==> src/rtl/muldiv_pkg.sv <==
// rtl/muldiv_pkg.sv - shared encodings and sizing helper for the multiply/divide unit
// Contents:
//   op_e      : operation codes driven on the unit's op port
//   state_e   : sequencer states
//   cnt_width : width of the step counter for a given operand width
package muldiv_pkg;

    typedef enum logic [1:0] {
        OP_MULT  = 2'b00,
        OP_MULTU = 2'b01,
        OP_DIV   = 2'b10,
        OP_DIVU  = 2'b11
    } op_e;

    typedef enum logic [1:0] {
        IDLE = 2'b00,
        RUN  = 2'b01,
        FIX  = 2'b10
    } state_e;

    // One extra bit so the counter can hold the value WIDTH itself.
    function automatic int cnt_width(input int width);
        return $clog2(width) + 1;
    endfunction

endpackage

==> src/rtl/muldiv_unit_twos_mag.sv <==
// rtl/muldiv_unit_twos_mag.sv - conditional two's-complement negate
// Ports:
//   val_i : input value
//   neg_i : 1 = return -val_i, 0 = pass val_i through
//   res_o : result
module twos_mag #(
    parameter int WIDTH = 32
) (
    input  logic [WIDTH-1:0] val_i,
    input  logic             neg_i,
    output logic [WIDTH-1:0] res_o
);

    assign res_o = neg_i ? ((~val_i) + WIDTH'(1)) : val_i;

endmodule

==> src/rtl/muldiv_unit.sv <==
// rtl/muldiv_unit.sv - iterative signed/unsigned multiply/divide with HI/LO registers
// Ports:
//   clk, reset           : clock, synchronous active-high reset
//   start, op, a, b      : launch request, operation code and operands (sampled in IDLE)
//   flush                : abandon any in-flight operation, no result written
//   hi_we, lo_we, wdata  : mthi/mtlo writes, honoured only while idle
//   busy                 : operation in flight
//   done                 : one-cycle pulse when HI/LO hold a fresh result
//   dbz                  : divide-by-zero flag of the last completed operation
//   hi, lo               : architectural HI/LO registers
module muldiv_unit
    import muldiv_pkg::*;
#(
    parameter int WIDTH = 32
) (
    input  logic             clk,
    input  logic             reset,
    input  logic             start,
    input  logic [1:0]       op,
    input  logic [WIDTH-1:0] a,
    input  logic [WIDTH-1:0] b,
    input  logic             flush,
    input  logic             hi_we,
    input  logic             lo_we,
    input  logic [WIDTH-1:0] wdata,
    output logic             busy,
    output logic             done,
    output logic             dbz,
    output logic [WIDTH-1:0] hi,
    output logic [WIDTH-1:0] lo
);

    localparam int CNT_W = cnt_width(WIDTH);

    state_e             state_q, state_d;
    logic [CNT_W-1:0]   cnt_q, cnt_d;
    // Multiply: {partial product, remaining multiplier bits}.
    // Divide:   {partial remainder, dividend bits shifting into quotient}.
    logic [2*WIDTH-1:0] acc_q, acc_d;
    logic [WIDTH-1:0]   mcand_q, mcand_d;   // multiplicand or divisor magnitude
    logic [WIDTH-1:0]   a_q, a_d;           // original dividend for the /0 result
    logic               is_div_q, is_div_d;
    logic               sign_q, sign_d;     // product / quotient sign
    logic               rsign_q, rsign_d;   // remainder sign
    logic               bz_q, bz_d;         // divisor was zero
    logic [WIDTH-1:0]   hi_q, hi_d;
    logic [WIDTH-1:0]   lo_q, lo_d;
    logic               done_q, done_d;
    logic               dbz_q, dbz_d;

    logic               op_signed;
    logic [WIDTH-1:0]   mag_a, mag_b;
    logic [WIDTH:0]     add_sum;
    logic [2*WIDTH-1:0] mul_next;
    logic [WIDTH:0]     shifted;
    logic [WIDTH:0]     diff;
    logic               q_bit;
    logic [WIDTH-1:0]   new_rem;
    logic [2*WIDTH-1:0] div_next;
    logic [2*WIDTH-1:0] prod_fix;
    logic [WIDTH-1:0]   quo_fix;
    logic [WIDTH-1:0]   rem_fix;

    assign op_signed = (op == OP_MULT) || (op == OP_DIV);

    twos_mag #(.WIDTH(WIDTH)) u_mag_a (
        .val_i (a),
        .neg_i (op_signed & a[WIDTH-1]),
        .res_o (mag_a)
    );

    twos_mag #(.WIDTH(WIDTH)) u_mag_b (
        .val_i (b),
        .neg_i (op_signed & b[WIDTH-1]),
        .res_o (mag_b)
    );

    // Shift-add step: conditionally add the multiplicand into the upper half,
    // then shift the whole accumulator right, keeping the carry.
    assign add_sum  = {1'b0, acc_q[2*WIDTH-1:WIDTH]} + {1'b0, mcand_q};
    assign mul_next = acc_q[0] ? {add_sum, acc_q[WIDTH-1:1]}
                               : {1'b0, acc_q[2*WIDTH-1:1]};

    // Restoring step: the shifted remainder is one bit wider than the divisor,
    // so the borrow out of bit WIDTH decides the quotient bit.
    assign shifted  = {acc_q[2*WIDTH-1:WIDTH], acc_q[WIDTH-1]};
    assign diff     = shifted - {1'b0, mcand_q};
    assign q_bit    = ~diff[WIDTH];
    assign new_rem  = q_bit ? diff[WIDTH-1:0] : shifted[WIDTH-1:0];
    assign div_next = {new_rem, acc_q[WIDTH-2:0], q_bit};

    twos_mag #(.WIDTH(2*WIDTH)) u_fix_prod (
        .val_i (acc_q),
        .neg_i (sign_q),
        .res_o (prod_fix)
    );

    twos_mag #(.WIDTH(WIDTH)) u_fix_quo (
        .val_i (acc_q[WIDTH-1:0]),
        .neg_i (sign_q),
        .res_o (quo_fix)
    );

    twos_mag #(.WIDTH(WIDTH)) u_fix_rem (
        .val_i (acc_q[2*WIDTH-1:WIDTH]),
        .neg_i (rsign_q),
        .res_o (rem_fix)
    );

    always_comb begin
        state_d  = state_q;
        cnt_d    = cnt_q;
        acc_d    = acc_q;
        mcand_d  = mcand_q;
        a_d      = a_q;
        is_div_d = is_div_q;
        sign_d   = sign_q;
        rsign_d  = rsign_q;
        bz_d     = bz_q;
        hi_d     = hi_q;
        lo_d     = lo_q;
        done_d   = 1'b0;
        dbz_d    = dbz_q;

        unique case (state_q)
            IDLE: begin
                if (hi_we) hi_d = wdata;
                if (lo_we) lo_d = wdata;
                if (start && !flush) begin
                    is_div_d = op[1];
                    sign_d   = op_signed & (a[WIDTH-1] ^ b[WIDTH-1]);
                    rsign_d  = op_signed & a[WIDTH-1];
                    bz_d     = (b == '0);
                    a_d      = a;
                    cnt_d    = CNT_W'(WIDTH);
                    state_d  = RUN;
                    if (op[1]) begin
                        acc_d   = {{WIDTH{1'b0}}, mag_a};
                        mcand_d = mag_b;
                    end else begin
                        acc_d   = {{WIDTH{1'b0}}, mag_b};
                        mcand_d = mag_a;
                    end
                end
            end
            RUN: begin
                if (flush) begin
                    state_d = IDLE;
                end else begin
                    acc_d = is_div_q ? div_next : mul_next;
                    cnt_d = cnt_q - CNT_W'(1);
                    if (cnt_q == CNT_W'(1)) state_d = FIX;
                end
            end
            FIX: begin
                state_d = IDLE;
                cnt_d   = '0;
                if (!flush) begin
                    done_d = 1'b1;
                    dbz_d  = is_div_q & bz_q;
                    if (!is_div_q) begin
                        hi_d = prod_fix[2*WIDTH-1:WIDTH];
                        lo_d = prod_fix[WIDTH-1:0];
                    end else if (bz_q) begin
                        hi_d = a_q;
                        lo_d = '1;
                    end else begin
                        hi_d = rem_fix;
                        lo_d = quo_fix;
                    end
                end
            end
            default: begin
                state_d = IDLE;
            end
        endcase
    end

    always_ff @(posedge clk) begin
        if (reset) begin
            state_q  <= IDLE;
            cnt_q    <= '0;
            acc_q    <= '0;
            mcand_q  <= '0;
            a_q      <= '0;
            is_div_q <= 1'b0;
            sign_q   <= 1'b0;
            rsign_q  <= 1'b0;
            bz_q     <= 1'b0;
            hi_q     <= '0;
            lo_q     <= '0;
            done_q   <= 1'b0;
            dbz_q    <= 1'b0;
        end else begin
            state_q  <= state_d;
            cnt_q    <= cnt_d;
            acc_q    <= acc_d;
            mcand_q  <= mcand_d;
            a_q      <= a_d;
            is_div_q <= is_div_d;
            sign_q   <= sign_d;
            rsign_q  <= rsign_d;
            bz_q     <= bz_d;
            hi_q     <= hi_d;
            lo_q     <= lo_d;
            done_q   <= done_d;
            dbz_q    <= dbz_d;
        end
    end

    assign busy = (state_q != IDLE);
    assign done = done_q;
    assign dbz  = dbz_q;
    assign hi   = hi_q;
    assign lo   = lo_q;

endmodule

==> config.mk <==
export PLATFORM = sky130hd
export DESIGN_NAME = muldiv_unit
export DESIGN_NICKNAME = d
export VERILOG_FILES = /design/src/rtl/muldiv_pkg.sv /design/src/rtl/muldiv_unit_twos_mag.sv /design/src/rtl/muldiv_unit.sv
export SDC_FILE = /design/constraint.sdc
export NUM_CORES = 1
export LEC_CHECK = 0
export BUFFER_PORTS_ARGS = -buffer_cell sky130_fd_sc_hd__buf_2
export CELL_PAD_IN_SITES_DETAIL_PLACEMENT = 0
export CELL_PAD_IN_SITES_GLOBAL_PLACEMENT = 1
export CORE_ASPECT_RATIO = 2
export CORE_MARGIN = 5
export CORE_UTILIZATION = 49
export CTS_BUF_LIST = sky130_fd_sc_hd__clkbuf_8
export DETAILED_ROUTE_END_ITERATION = 16
export PLACE_DENSITY_LB_ADDON = 0.1
export SLEW_MARGIN = 30
export SYNTH_ARGS = -nofsm -noshare
export SYNTH_HDL_FRONTEND = slang
export SYNTH_SLANG_ARGS = --single-unit
export TNS_END_PERCENT = 50
==> constraint.sdc <==
create_clock -name clk -period 7.7 [get_ports clk]
set_input_delay 1.155 -clock clk [delete_from_list [all_inputs] [get_ports clk]]
set_output_delay 1.155 -clock clk [all_outputs]
set_load 0.03 [all_outputs]
==> metrics.yaml <==
timing:
  slew_viol_final: 0
  worstMarginPinSlew_ns: 1.05
  relSlewSlack_pct: 29.4
  min_period_ns: 4.33
  rsz0062_at_grt: "false"
  finClkSkew_ns: 0.0386
  setup_ws_ns: 3.37
  hold_viol_final: 0
  fmax_mhz: 231
  setup_viol: 0
  fin_crit_sh_pct: 56.2
  tns_ns: 0
place:
  placed_cells: 2786
  placed_cell_area_um2: 18200
  io_buffers: 170
  place.gp.congestion: 0.995
  dp_slack_ns: 3.40
  hpwl_mm: 57.8
die:
  die_area_um2: 39100
  die_width_um: 142
  rows: 97
  ios: 171
  chipHeight_um: 275
  core_um2: 34800
  start_util_pct: 49.3
power_and_ir_drop:
  power_uw: 3210
  p_leak_uw: 0.00768
  powerDensity_nw_per_um2: 169
  vdd_drop_max_uv: 166
setup_path:
  required_ns: 8.16
  critPathMaxFanout: 40
  cp.arrival_ns: 4.79
  start_kind: "flop"
  criticalPathCategory: "reg2reg"
  slowest_delay_ns: 0.63
  critical_path.slowest_cell: "dfxtp_1"
  crit_chain: "ha_1, a21o_1, a21oi_1, nor4b_1, nand3_1, a31oi_1, xnor2_2, buf_4, inv_1, a221o_1, a32o_1"
  crit_path_end_kind: "flop"
  r2r_cells: 11
clock_network:
  cts_hold_buf: 0
  postCtsSetupRepairBufs: 0
  root_buffer: "clkbuf_8"
  post_cts_resized: 0
  clk_pin_slew_worst_paths_ns: 0.07
  clk_latency_ns: 0.57
  tritoncts: "done"
  h-tree-depth: 2
  cts_max_path_buffers: 3
  clock_sinks: 206
  cts_buffers: 34
synth:
  netlist_top_cells_count: "nand2_1, a21oi_1, dfxtp_1"
  synth_most_common_cell: "nand2_1"
  synth_top_area_share_pct: 24.0
  netlist_area_um2: 17200
  synth_edf_count: 0
  ys_seq_area_share_pct: 24.0
  syn_avg_cell_area_um2: 7.38
  synth_cell_types: 78
  synth_nets: 2508
  ys_top_cells_by_area: "dfxtp_1, a21oi_1, xnor2_1"
  synth_cells: 2328
  yosysTopAreaCell: "dfxtp_1"
  yosysWarnings: 0
  synth_seq_cells: 206
  synth_ff_type: "dfxtp_1"
  synth_async_sr_flop_share_pct: 0
finish:
  layout-drive-gt1-share_pct: 14.0
  design_area_um2: 18900
  fin_cells: 2849
  syn2layout_area_growth_pct: 10.3
  nNetsFinal: 2557
global_routing:
  grt_pass1_vias: 17900
  grt-ovfl-total: 0
  track_usage_pct: 36.8
  antenna_found_initial: 2
  grt_pass1_wl_mm: 109
  grt_max_degree: 90
worst_hold_path:
  hp-class: "reg2reg"
  worstHoldPathCells: 2
routing:
  post_drt_via_cell_ratio: 6.38
  drt-initial-drc-count: 1409
  drc: 0
  vias: 18200
  drt-total-wl_mm: 74.3
  ant_nets: 0
  drtPass1Iterations: 5
  wire_per_inst_um: 26.1
run:
  max_cap_violations: 0
status:
  status: "completed"
placed cells by master, fill, tap and decap left out, types with 16 or more instances in the layout:
cell type	synthesis	routed
a21oi_1	259	259
o211ai_1	43	43
nor2_1	196	194
ha_1	74	72
mux2i_1	76	76
o31ai_1	34	34
xnor2_1	136	135
nand2_1	283	283
inv_1	67	70
or3_1	19	18
dfxtp_1	206	202
nand3_1	24	24
mux2_2	35	35
or4_1	20	20
a21o_1	43	43
o41ai_1	22	22
nand2b_1	28	28
nor4_1	16	16
xor2_1	67	67
o21ai_0	126	124
buf_4	2	31
clkbuf_8	0	46
a31oi_1	19	19
nor3_1	54	53
a211oi_1	80	80
o221ai_1	33	33
buf_2	5	169
where the power goes:
group	leakage [µW]	switching [µW]	internal, µW
clock	0.000409	513	607
combinational	0.00558	572	300
sequential	0.00169	87.0	1130
critical path, delay by kind of cell, from the launching register on:
kind,cells,cell delay [ns]
adder cells (fa/ha/maj),1,0.41
AO/OA/AOI/OAI,5,1.41
AND/OR/NAND/NOR,2,0.93
flip-flops,1,0.63
XOR/XNOR,1,0.14
buffers and inverters,2,0.71
registers in the layout, indices dropped and copies added, names as in the netlist:
register and count:
done 1, lo 32, acc_q 64, sign_q 1, a_q 32, dbz 1, hi 32, mcand_q 32
state_q 2, rsign_q 1, cnt_q 6, bz_q 1, is_div_q 1
through the flow:
| step | hold WS [ns] | util [%] |
|---|---|---|
| floorplan | 0.431 | - |
| global placement | 0.441 | 52.0 |
| detailed placement | 0.446 | 52.1 |
| CTS | 0.458 | 54.3 |
| global route | 0.476 | 54.4 |
| finish | 0.456 | 54.4 |
layout make-up:
type / instances / area, µm²
Inverter: 69 / 259
Antenna cell: 2 / 5.00
Timing Repair Buffer: 203 / 1130
Multi-Input combinational cell: 1863 / 12100
Clock inverter: 15 / 133
Fill cell: 3557 / 15900
Tap cell: 445 / 557
Sequential cell: 206 / 4130
Clock buffer: 46 / 633
logic make-up after synthesis:
logic type	after synthesis	share of synthesized area (%)
adder cells (fa/ha/maj)	76	5.62
multiplexers	111	6.72
XOR/XNOR	203	10.4
flip-flops	206	24.0
buffers and inverters	259	5.85
AND/OR/NAND/NOR	719	19.3
AO/OA/AOI/OAI	754	28.2
final timing paths:
| path | start | to | slack [ns] |
|---|---|---|---|
| max reg2reg | acc_q[48] | acc_q[57] | 3.37 |
| max | acc_q[48] | acc_q[57] | 3.37 |
| min | lo[15] | lo[15] | 0.46 |
| min reg2reg | lo[15] | lo[15] | 0.46 |
layer usage:
metal | wire (µm) | vias to the layer above | track usage [%]
met5 | 0 | - | 0
met4 | 8780 | 0 | 35.2
met3 | 3620 | 302 | 4.92
met2 | 37600 | 723 | 65.2
met1 | 24300 | 8617 | 35.8
li1 | - | 8523 | -
Power figures use the tool's default switching activity.
